[src/rtl/debounce_evt_arb.sv]
// debounce_evt_arb: serialises per-channel press/release pulses onto one valid/ready
// event port with round-robin arbitration and sticky per-channel overflow flags.
module debounce_evt_arb #(
    parameter  int N   = 4,
    localparam int CHW = (N > 1) ? $clog2(N) : 1
) (
    input  logic           clk50m,
    input  logic           rst_n,
    input  logic [N-1:0]   sw_hi,
    input  logic [N-1:0]   sw_lo,
    output logic           evt_valid,
    input  logic           evt_ready,
    output logic [CHW-1:0] evt_ch,
    output logic           evt_press,
    output logic [N-1:0]   ovf,
    input  logic           ovf_clr
);
    typedef enum logic {S_IDLE, S_OUT} state_t;

    state_t         state;
    logic [N-1:0]   slot_v, slot_t;
    logic [CHW-1:0] ptr, gnt;
    logic           gnt_any, take;
    logic [N-1:0]   one, both, gmask, load, ovf_set;

    // Descending scan so the last hit is the first valid slot at or after ptr.
    always_comb begin
        gnt_any = 1'b0;
        gnt     = '0;
        for (int k = N - 1; k >= 0; k--) begin
            automatic int idx = int'(ptr) + k;
            if (idx >= N) idx = idx - N;
            if (slot_v[idx]) begin
                gnt_any = 1'b1;
                gnt     = CHW'(idx);
            end
        end
        take    = gnt_any & ((state == S_IDLE) | evt_ready);
        gmask   = take ? N'(1) << gnt : '0;
        one     = sw_hi ^ sw_lo;
        both    = sw_hi & sw_lo;
        load    = one & (~slot_v | gmask);
        ovf_set = both | (one & slot_v & ~gmask);
    end

    always_ff @(posedge clk50m or negedge rst_n) begin
        if (!rst_n) begin
            state     <= S_IDLE;
            slot_v    <= '0;
            slot_t    <= '0;
            ptr       <= '0;
            evt_valid <= 1'b0;
            evt_ch    <= '0;
            evt_press <= 1'b0;
            ovf       <= '0;
        end else begin
            slot_v <= load | (slot_v & ~gmask);
            slot_t <= (slot_t & ~load) | (sw_hi & load);
            ovf    <= ovf_set | (ovf & {N{~ovf_clr}});
            if (take) begin
                ptr       <= (int'(gnt) == N - 1) ? '0 : gnt + 1'b1;
                evt_ch    <= gnt;
                evt_press <= slot_t[gnt];
            end
            case (state)
                S_IDLE: if (take) begin
                    state     <= S_OUT;
                    evt_valid <= 1'b1;
                end
                S_OUT: if (evt_ready && !gnt_any) begin
                    state     <= S_IDLE;
                    evt_valid <= 1'b0;
                end
                default: begin
                    state     <= S_IDLE;
                    evt_valid <= 1'b0;
                end
            endcase
        end
    end
endmodule

[config.mk]
export PLATFORM = sky130hd
export DESIGN_NAME = debounce_evt_arb
export DESIGN_NICKNAME = d
export VERILOG_FILES = /design/src/rtl/debounce_evt_arb.sv
export SDC_FILE = /design/constraint.sdc
export NUM_CORES = 1
export LEC_CHECK = 0
export BUFFER_PORTS_ARGS = -buffer_cell sky130_fd_sc_hd__buf_2
export CAP_MARGIN = 20
export CORE_ASPECT_RATIO = 0.9
export CORE_MARGIN = 10
export CORE_UTILIZATION = 35
export DETAILED_ROUTE_END_ITERATION = 8
export PLACE_DENSITY_LB_ADDON = 0.08
export SYNTH_ARGS = -nofsm -noshare
export SYNTH_HDL_FRONTEND = slang
export SYNTH_SLANG_ARGS = --single-unit
[constraint.sdc]
create_clock -name clk50m -period 3.35 [get_ports clk50m]
set_input_delay 0.67 -clock clk50m [delete_from_list [all_inputs] [get_ports clk50m]]
set_output_delay 0.67 -clock clk50m [all_outputs]
set_load 0.01 [all_outputs]
-- After elaboration in Yosys (flattened, before gate mapping)
Cells that the tools add are included.
- add/sub/neg operators: 8
- $lt $le $gt $ge: 9
- equal/unequal tests: 3
- shifts and indexed selects: 1
- multiplexer cells: 34
- bitwise operators: 21
- reduce and logical (&&, ||, !) cells: 3
- operator list (cell ; count):
    32-bit by 4-bit less-than comparator with 1-bit output (second input constant) ; 4
    32-bit two-way mux ; 4
    4-bit AND ; 8
    4-bit bitwise OR ; 5
    1-bit two-way mux ; 17
    4-bit NOT ; 3
    3-bit by 3-bit subtractor with 4-bit output (second input constant) ; 3
    1-bit binary-select mux with 2-bit select ; 5
    2-bit two-way mux ; 5
    3-bit >= comparator (second input constant) ; 3
    2-bit by 2-bit adder with 3-bit output (second input constant) ; 2
    4-bit two-way mux ; 1
    1-bit case mux with 2 select lines ; 2
    1-bit by 2-bit << shifter with 4-bit output (first input constant) ; 1
    2-bit by 3-bit subtractor with 4-bit output (second input constant) ; 1
    4-bit bitwise XOR ; 1
    2-bit by 1-bit adder with 3-bit output (second input constant) ; 1
    2-bit by 3-bit >= comparator with 1-bit output (second input constant) ; 1
    2-bit by 3-bit less-than comparator with 1-bit output (second input constant) ; 1
    2-bit by 1-bit adder with 2-bit output (second input constant) ; 1
    2-bit by 1-bit == test with 1-bit output (second input constant) ; 1
    2-bit by 1-bit inequality test with 1-bit output (second input constant) ; 1
    2-bit inequality test (second input constant) ; 1
    1-bit NOT ; 2
    5 further kinds ; 5
- flip-flop bits (word level): 19
- bits of input ports: 12

-- Depth between registers and ports, before layout
- depth in word-level cells: 17
- depth in mapped cells: 9
- gate-level depth less buffers: 9

-- Worst setup path after synthesis
Ideal clock, no wire load.
- path type: reg-to-reg
- from: reg ptr[1]
- to: reg (tool-made name)
- library setup time: 0.127 ns
- data arrival time: 1.813 ns
- setup slack: 1.409 ns
- stages on the path, launching flop included: 9
- buffers on the path: 0
- period minus slack after synthesis: 1.941 ns
- cells stage by stage: dfrtp_1 mux2_2 o221ai_2 inv_1 ha_1 nand3_1 nand2_1 nand2_1 mux2_1
- RTL lines (what ; RTL line ; text):
    start: declaration ; 22 ; logic [CHW-1:0] ptr, gnt;
    start signal: assignment ; 61 ; ptr <= (int'(gnt) == N - 1) ? '0 : gnt + 1'b1;

==> summary.md <==
The number of max-slew violations in the final report came out at 0. 20 I/O pins were placed. The headroom to the max-slew limit came out at 67.8%. After detailed routing, the number of remaining DRC violations is 0. For the number of maximum-capacitance constraint violations, the log shows 0. The number of cells traversed by the worst register-to-register path was 8.

On the final layout, the worst clock skew is 0.00253 ns. Averaged over all synthesized cells, the footprint is 9.97 um^2. Yosys attributes the largest share of cell area to sky130_fd_sc_hd__dfrtp_1, sky130_fd_sc_hd__ha_1, sky130_fd_sc_hd__nand2_1, sky130_fd_sc_hd__a21oi_1, sky130_fd_sc_hd__inv_1. The final layout net count was 139.

The first-pass GRT wire length was 3500 um. Combinational logic burns 44.9% of the power. In this run, synthesis produced a sequential element count of 19. The highest attainable clock frequency is 0.461 GHz, and the signal arrival time at the worst endpoint is 2.36 ns.

In this run the power spent charging and discharging nets is 382 uW. Antenna diode instance count: 0. The critical setup path kind was register to register. The run gives 1 as the number of H-tree levels. Number of cell rows: 17. STA classifies the critical path endpoint as a register.

The pin slew with the least headroom to its limit works out to 0.483 ns. The internal portion of the total power is 554 uW. The overall die height was 69.6 um. For this run, the number of standard cells in the final layout without fillers is 146. The proportion of layout cells with a drive suffix above 1 is 22.0%, and the final worst-path cycle share is 64.8%. In this run, the number of DRC markers left after iteration 0 of detailed routing was 45.

The clock reaches the later pin of the worst-skew pair after 0.30 ns. Core utilization of the finished layout: 43.8%. Clock-pin slew was measured on the worst setup and hold paths at 0.11 ns. The tools report the total nets after synthesis as 116. For the area of the mapped netlist, the log shows 957 um^2. In the final timing run, aggregate negative setup slack is 0 ns.

The number of setup buffers added after CTS is 0. The leakage power of the design came out at 0.551 nW. The run gives 0 as the hold violation total from the final report. For the iteration count of the initial detailed-routing pass, the log shows 4.

Dividing the detail-routed wire length by the instance count gives 14.1 um. The final weighted congestion in routability-driven placement was 0.868; the number of instances resized during post-cts repair was 0. The filler cells instantiated in the layout total 250. Input and output buffers added on the ports amount to 19. STA classifies the critical path startpoint as a register. From synthesis to final layout, the design area changed by 15.8%.

The top cell type's share of synthesized area came out at 49.7%. The number of warning messages in the yosys log was 0; the switching part of the total power was 40.8%. In the routed layout, each cell is associated on average with a via count of 5.10. The maximum buffer depth of the clock tree is 2. The routed via count was 744. The width of the die is 75.1 um. Summing the sequential cell areas from Yosys gives 49.7% of the chip area.

For this configuration, the core starts out at a cell density of 37.8%. Global routing consumed, over all layers together, 8.35% of the routing resources. Per report_power, the clock group accounts for 12.7% of the total.

The logs give 0 for the number of antenna violations at the first check in global routing and 936 uW for the power after layout. The floorplan step defined a die boundary enclosing 0.00523 mm^2. The run gives 753 as the via count of the first global-routing pass. STA puts the critical path data required time at 3.54 ns. The flow ran to the end, and the final reports show no timing, DRC or antenna violations. The count of nets left with antenna violations once routing finished came out at 0.

The number of clock buffers added by TritonCTS is 3. Entering global routing, the biggest net connects 20 pins. Setup slack on the worst reg-to-reg path comes out at 1.18 ns.

The routed design could run at a clock period as short as 2.17 ns. Wires add up to 2060 um. The number of endpoints failing setup at the final stage was 0. The worst hold path belongs to the class primary input to async pin.

The synthesized netlist contains 21 unique library cells. Synthesis handed over a netlist of 96 instances. The tree is rooted in a sky130_fd_sc_hd__clkbuf_4. In this run the worst path has a maximum fanout of 6. Sequential cells burn 42.4% of the power. The total core area is 0.00253 mm^2, and the power per cell area is 844 mW/mm^2.

The worst-case IR drop observed on VDD is 354 uV. Hold repair after CTS inserted 0 buffers. TritonCTS built the clock tree. The run gives 1550 um as the placed wire-length estimate after detailed placement.

Setup repair after global routing left no endpoint under its margin. The total overflow left after global routing is 0. Dominant cell type by area after synthesis: sky130_fd_sc_hd__dfrtp_1. The count of clock tree sinks came out at 19. After detailed placement, the design holds a cell count of 142.
==> Yosys cell counts <==
cell	instances
sky130_fd_sc_hd__mux2_2	3
sky130_fd_sc_hd__nand3_1	4
sky130_fd_sc_hd__or4_1	1
sky130_fd_sc_hd__buf_2	1
sky130_fd_sc_hd__o221ai_2	1
sky130_fd_sc_hd__o311ai_1	1
sky130_fd_sc_hd__dfrtp_1	19
sky130_fd_sc_hd__o21ai_0	6
sky130_fd_sc_hd__a21boi_0	2
sky130_fd_sc_hd__nor4_1	1
sky130_fd_sc_hd__nand2b_1	1
sky130_fd_sc_hd__nor2_1	1
sky130_fd_sc_hd__a21o_1	2
sky130_fd_sc_hd__ha_1	8
sky130_fd_sc_hd__inv_1	10
sky130_fd_sc_hd__o22ai_1	1
sky130_fd_sc_hd__mux2_1	3
sky130_fd_sc_hd__or3b_1	1
sky130_fd_sc_hd__a21oi_1	8
sky130_fd_sc_hd__mux2i_1	1
sky130_fd_sc_hd__nand2_1	21
==> power by group through the flow <==
| stage | logic (mW) | clock network [mW] | registers, mW |
|---|---|---|---|
| 2_1_floorplan | 0.291 | 0 | 0.398 |
| 3_5_place_dp | 0.418 | 0 | 0.401 |
| 5_1_grt | 0.475 | 0.135 | 0.411 |
| 4_1_cts | 0.425 | 0.124 | 0.396 |
| 6_report | 0.420 | 0.119 | 0.397 |
| 3_3_place_gp | 0.416 | 0 | 0.401 |
==> critical path, cell delays in order (launching register included) <==
cell	delay, ns
sky130_fd_sc_hd__dfrtp_1	0.45
sky130_fd_sc_hd__mux2_2	0.37
sky130_fd_sc_hd__o221ai_2	0.31
sky130_fd_sc_hd__inv_1	0.14
sky130_fd_sc_hd__ha_1	0.22
sky130_fd_sc_hd__nand3_1	0.08
sky130_fd_sc_hd__nand2_1	0.10
sky130_fd_sc_hd__nand2_1	0.09
sky130_fd_sc_hd__mux2_1	0.31
==> stage by stage <==
| step | instance area, um^2 | hold WS [ns] | worst slack [ns] |
|---|---|---|---|
| floorplan | 957 | 0.374 | 1.41 |
| global placement | 1080 | 0.457 | 1.28 |
| detailed placement | 1080 | 0.462 | 1.22 |
| CTS | 1110 | 0.306 | 1.19 |
| global route | 1110 | 0.307 | 1.07 |
| finish | 1110 | 0.295 | 1.18 |
==> kinds of logic after synthesis <==
family / share of synthesized area (%)
and+or+nand+nor: 13.7
AOI/OAI and AO/OA: 13.6
DFF: 49.7
buffers and inverters: 4.44
adders and majority gates: 10.5
muxes: 8.10
==> placed cells by master, fill, tap and decap left out, types with 2 or more instances in the layout <==
cell type | netlist | routed
sky130_fd_sc_hd__nand2_1 | 21 | 21
sky130_fd_sc_hd__dfrtp_1 | 19 | 19
sky130_fd_sc_hd__buf_2 | 1 | 19
sky130_fd_sc_hd__inv_1 | 10 | 10
sky130_fd_sc_hd__a21oi_1 | 8 | 8
sky130_fd_sc_hd__ha_1 | 8 | 8
sky130_fd_sc_hd__o21ai_0 | 6 | 6
sky130_fd_sc_hd__nand3_1 | 4 | 4
sky130_fd_sc_hd__mux2_2 | 3 | 3
sky130_fd_sc_hd__mux2_1 | 3 | 3
sky130_fd_sc_hd__clkbuf_4 | 0 | 3
sky130_fd_sc_hd__a21boi_0 | 2 | 2
sky130_fd_sc_hd__a21o_1 | 2 | 2
==> worst paths after layout <==
check / end / startpoint
setup / recovery: register / ptr[1]$_DFFE_PN0P_
hold / removal: evt_valid$_DFFE_PN0P_ / rst_n
setup reg to reg: register / ptr[1]$_DFFE_PN0P_
hold reg to reg: evt_ch[0]$_DFFE_PN0P_ / evt_ch[0]$_DFFE_PN0P_
max in group asynchronous: slot_v[2]$_DFF_PN0_ / rst_n
min in group clk50m: evt_ch[0]$_DFFE_PN0P_ / evt_ch[0]$_DFFE_PN0P_
==> area by class of cell <==
type / instances / area [um^2] / area share, %
Clock buffer: 4 / 26.3 / 2.37
Inverter: 10 / 37.5 / 3.39
Multi-Input combinational cell: 66 / 439 / 39.6
Sequential cell: 19 / 475 / 42.9
Tap cell: 28 / 35.0 / 3.16
Timing Repair Buffer: 19 / 95.1 / 8.58
==> per-layer routing <==
| metal | GRT usage (%) | share of wire [%] |
|---|---|---|
| met1 | 10.9 | 46 |
| met5 | 0 | 0 |
| met4 | 1.25 | 0.44 |
| met2 | 12.6 | 47 |
| met3 | 3.57 | 5.9 |
No activity file was read; power rests on OpenSTA's default activity.
